==> src/rtl/prio_enc_pend.sv <==
// Sticky-pending priority encoder with a one-entry valid/ready output stage.
// Define PRIO_ENC_PEND_RR_EN for round-robin selection; default is highest-index-first.
module prio_enc_pend #(
    parameter  int unsigned N = 8,
    localparam int unsigned W = $clog2(N)
) (
    input  logic         clk,
    input  logic         rst,
    input  logic [N-1:0] req,
    input  logic [N-1:0] mask,
    output logic [W-1:0] q,
    output logic         v,
    input  logic         ready,
    output logic [N-1:0] pend,
    output logic         coal
);

    logic [N-1:0] r_pend;
    logic [W-1:0] r_q;
    logic         r_v;
    logic         r_coal;

    logic [N-1:0] w_elig;
    logic         w_any;
    logic [W-1:0] w_sel;
    logic         w_load;
    logic [N-1:0] w_clr;
    logic [N-1:0] w_pres;

`ifdef PRIO_ENC_PEND_RR_EN
    logic [W-1:0] r_last;
`endif

    assign w_elig = r_pend & ~mask;
    assign w_any  = |w_elig;
    assign w_load = !r_v || ready;

`ifdef PRIO_ENC_PEND_RR_EN
    // Descending search starting one below the last loaded index, wrapping to N-1.
    always_comb begin
        int start;
        int idx;
        logic found;
        w_sel = '0;
        found = 1'b0;
        start = (r_last == '0) ? int'(N) - 1 : int'(r_last) - 1;
        idx   = 0;
        for (int j = 0; j < int'(N); j++) begin
            idx = start - j;
            if (idx < 0) begin
                idx = idx + int'(N);
            end
            if (!found && w_elig[idx]) begin
                w_sel = W'(idx);
                found = 1'b1;
            end
        end
    end
`else
    // Highest eligible index wins: later loop iterations override earlier ones.
    always_comb begin
        w_sel = '0;
        for (int i = 0; i < int'(N); i++) begin
            if (w_elig[i]) begin
                w_sel = W'(i);
            end
        end
    end
`endif

    // One-hot decodes of the index being loaded and the index currently presented.
    always_comb begin
        w_clr  = '0;
        w_pres = '0;
        for (int i = 0; i < int'(N); i++) begin
            if (w_load && w_any && (w_sel == W'(i))) begin
                w_clr[i] = 1'b1;
            end
            if (r_v && (r_q == W'(i))) begin
                w_pres[i] = 1'b1;
            end
        end
    end

    // A req coinciding with its own load re-arms the pending bit as a fresh event.
    always_ff @(posedge clk) begin
        if (rst) begin
            r_pend <= '0;
            r_q    <= '0;
            r_v    <= 1'b0;
            r_coal <= 1'b0;
`ifdef PRIO_ENC_PEND_RR_EN
            r_last <= '0;
`endif
        end else begin
            r_pend <= (r_pend & ~w_clr) | req;
            r_coal <= |(req & (r_pend | w_pres | w_clr));
            if (w_load) begin
                r_v <= w_any;
                if (w_any) begin
                    r_q <= w_sel;
                end
            end
`ifdef PRIO_ENC_PEND_RR_EN
            if (w_load && w_any) begin
                r_last <= w_sel;
            end
`endif
        end
    end

    assign q    = r_q;
    assign v    = r_v;
    assign pend = r_pend;
    assign coal = r_coal;

endmodule

==> config.mk <==
export PLATFORM = sky130hd
export DESIGN_NAME = prio_enc_pend
export DESIGN_NICKNAME = d
export VERILOG_FILES = /design/src/rtl/prio_enc_pend.sv
export SDC_FILE = /design/constraint.sdc
export NUM_CORES = 1
export LEC_CHECK = 0
export CAP_MARGIN = 5
export CORE_MARGIN = 4
export CORE_UTILIZATION = 42
export CTS_CLUSTER_DIAMETER = 120
export CTS_CLUSTER_SIZE = 28
export DETAILED_ROUTE_END_ITERATION = 16
export PLACE_DENSITY = 0.86
export SYNTH_ARGS = -nofsm -noshare
export SYNTH_HDL_FRONTEND = slang
export SYNTH_SLANG_ARGS = --single-unit
==> constraint.sdc <==
create_clock -name clk -period 1.6 [get_ports clk]
set_input_delay 0.48 -clock clk [delete_from_list [all_inputs] [get_ports clk]]
set_output_delay 0.48 -clock clk [all_outputs]
set_load 0.01 [all_outputs]
==> reports/metrics.csv <==
stage;metric;value;unit
critical_path;Critical Path Max Stage Delay;0.38;ns
power_and_ir_drop;PD cells;721;nW/µm²
placed_design;Placed Area;1220;µm²
floorplan;Core ar.;1760;µm²
grt;largest net degree at the start of global routing;14;
logic_synthesis;Synth area leader;dfxtp_1;
timing;Slew HR;0.802;
power_and_ir_drop;Comb power frac;0.374;
logic_synthesis;number of distinct library cells after synthesis;32;
grt;Overflow after GRT;0;
clock_network;CTS tree;yes;
critical_path;Critical Path AT;1.75;ns
floorplan;Initial Util;0.449;
drt;Detailed Routing Iterations Pass 1;4;
cells_and_area;share of cells above drive strength 1;0.285;
clock_network;H-tree level count;1;
critical_path;Max FO, Critical Path;7;
timing;Final Skew;0.00240;ns
logic_synthesis;share of Yosys cell area claimed by the top area cell type;0.329;
grt;antenna violations before repair;0;
clock_network;clk slew on worst S/H paths;0.08;ns
placed_design;placer's final routability congestion estimate;0.860;
run_status;status;complete, no violations;
clock_network;Sink Count;13;
min_path;cell depth of the worst hold path;2;
power_and_ir_drop;internal power;0.000637;W
drt;Post-Route WL;2620;µm
timing;period utilisation layout;0.983;
timing;worst-margin pin slew;0.296;ns
grt;GRT Util Overall;0.205;
logic_synthesis;top area cells in the synthesized netlist;dfxtp_1 33%, nor2_1 7.6%, o21ai_0 6.3%;
placed_design;pre-CTS setup slack;-0.447;ns
drt;WL per Instance;15.5;µm
clock_network;Clock Latency Late Sink;0.28;ns
drt;Antenna Violating Nets Remaining;0;
drt;Initial DRC Count;43;
critical_path;worst path bufs/invs;1;
critical_path;number of cells on the critical path;6;
critical_path;CP cell instances;dlygate4sd2_1 -> nor2b_2 -> nor2_2 -> a211o_4 -> nor4_4 -> nor3_1;
cells_and_area;Area Overhead vs Synth;67.3;%
logic_synthesis;fraction of registers with async set/reset;0;
clock_network;CTS buffer count;3;
critical_path;critical path's top delay family;simple AND/OR/NAND/NOR gates;
power_and_ir_drop;clock network power share;0.219;
clock_network;root buf cell;clkbuf_4;
cells_and_area;Final #Nets;164;
critical_path;CP max stage cell;a211o_4;
floorplan;placement row count;15;
grt;first-pass GRT wire length;4150;µm
placed_design;dpl hpwl;1860;µm
critical_path;Req. time, crit path;1.78;ns
power_and_ir_drop;maximum vdd drop;0.474;mV
timing;post-layout minimum cycle time;1.57;ns
cells_and_area;area occupied by registers;265;µm²
logic_synthesis;register area share after synthesis;0.329;
power_and_ir_drop;Net Sw Frac;0.333;
cells_and_area;filler instances;143;
grt;vias in the first global route;932;
timing;Final Setup Violations;0;
job;Max Cap Viol;0;
logic_synthesis;Synth Instances;97;
timing;Final WS setup;0.0276;ns
timing;Slew Limit Fails;0;
cells_and_area;ant diodes;0;
cells_and_area;multi-input logic area;577;µm²
clock_network;Clock Tree Buf Depth;2;
cells_and_area;fin area;1330;µm²
min_path;type of the tightest min-delay check;reg2reg;
timing;endpoints failing hold;0;
critical_path;r2r worst-path depth;5;
logic_synthesis;number of synthesized flops with an enable pin;0;
floorplan;Ports;32;
logic_synthesis;Post-Syn Area;792;µm²
logic_synthesis;Yosys reg bits;13;
power_and_ir_drop;register share of total power;0.407;
drt;Vias/cell;5.53;
power_and_ir_drop;Psw;0.000319;W
logic_synthesis;prevailing post-synth register cell;dfxtp_1;
timing;achievable frequency;636;MHz
timing;unrepaired setup endpoints after global routing;no;
critical_path;CP endpoint kind;register;
drt;DRC Markers;0;
critical_path;crit path launch type;input port;
logic_synthesis;Avg Inst Size Synth;8.17;µm²
logic_synthesis;yosys warns;0;
placed_design;PortBufs;31;
floorplan;Die X;51.4;µm
drt;routed vias;935;
critical_path;Worst Setup Path Type;in2reg;
floorplan;Die ar.;2640;µm²
logic_synthesis;post-synthesis net count;116;
logic_synthesis;count leader, synth;nor2_1;
power_and_ir_drop;Leak Pwr;0.609;nW
floorplan;Die Span Y;51.4;µm
logic_synthesis;Synth top cells by count;16 x nor2_1, 13 x dfxtp_1, 10 x o21ai_0;
==> metrics by stage <==
step                cells  power [W]  utilization  TNS (ns)  hold slack (ns)
floorplan              97   0.000551            -         0            0.515
global placement      163   0.000722        0.694     -3.18            0.482
detailed placement    163   0.000731        0.694     -3.61            0.500
CTS                   167   0.000926        0.721         0            0.507
global route          169    0.00101        0.751         0            0.553
finish                169   0.000956        0.751         0            0.507
==> routing by layer <==
layer / up-vias / global-route usage / part of all wire
met3: 5 / 0.0408 / 0.067
met5: - / 0 / 0
li1: 438 / - / -
met4: 0 / 0.0742 / 0.013
met1: 444 / 0.238 / 0.40
met2: 48 / 0.369 / 0.53
==> registers in the layout, summed over array words and instances, names as in the netlist <==
name,flops
pend,8
q,3
coal,1
v,1
==> power groups by stage <==
stage                     Clock (W)  Sequential, W  Combinational, W
after floorplan                   0       0.000403          0.000149
after global placement            0       0.000390          0.000331
after detailed placement          0       0.000392          0.000339
after CTS                  0.000208       0.000388          0.000331
after global routing       0.000235       0.000394          0.000383
final                      0.000210       0.000389          0.000357
==> tightest hold or removal path, cell delays in order (launching register included) <==
cell	delay, ns
dfxtp_1	0.33
o21ai_0	0.07
a21oi_1	0.07
==> timing repair <==
item                                    4_1_cts  5_1_grt
endpoints found under the setup margin       22        9
endpoints found under the hold margin         0        0
pin swaps                                     3        9
gates resized for setup                      29       13
buffers inserted                              0        2
hold buffers                                  0        0
==> placed cells by master (no fill, tap or decap), types with 5 or more instances in the layout <==
cell type and instances:
nand2_1 5, clkdlybuf4s50_1 10, a21oi_1 5, nor2b_2 5
nor3_1 5, buf_4 12, dlygate4sd2_1 16, nor2_1 13
dfxtp_1 9, o21ai_0 9
==> final timing paths <==
| path | endpoint | from | slack, ns |
|---|---|---|---|
| worst max-delay path | pend[0]$_SDFF_PP0_ | mask[6] | 0.03 |
| worst min-delay path | pend[7]$_SDFF_PP0_ | pend[7]$_SDFF_PP0_ | 0.51 |
| worst max register to register | pend[0]$_SDFF_PP0_ | pend[6]$_SDFF_PP0_ | 0.07 |
| worst min register to register | pend[7]$_SDFF_PP0_ | pend[7]$_SDFF_PP0_ | 0.51 |
==> layout make-up <==
cell class / instances / area share
Timing Repair Buffer: 44 / 0.310
Multi-Input combinational cell: 79 / 0.435
Tap cell: 25 / 0.0236
Sequential cell: 13 / 0.200
Clock buffer: 4 / 0.0198
Inverter: 4 / 0.0113
==> cell families after synthesis <==
family / share of synthesized area
compound gates: 0.253
buf+inv: 0.0237
flops: 0.329
mux: 0.0126
simple gates: 0.382
No activity file was read; power rests on OpenSTA's default activity.
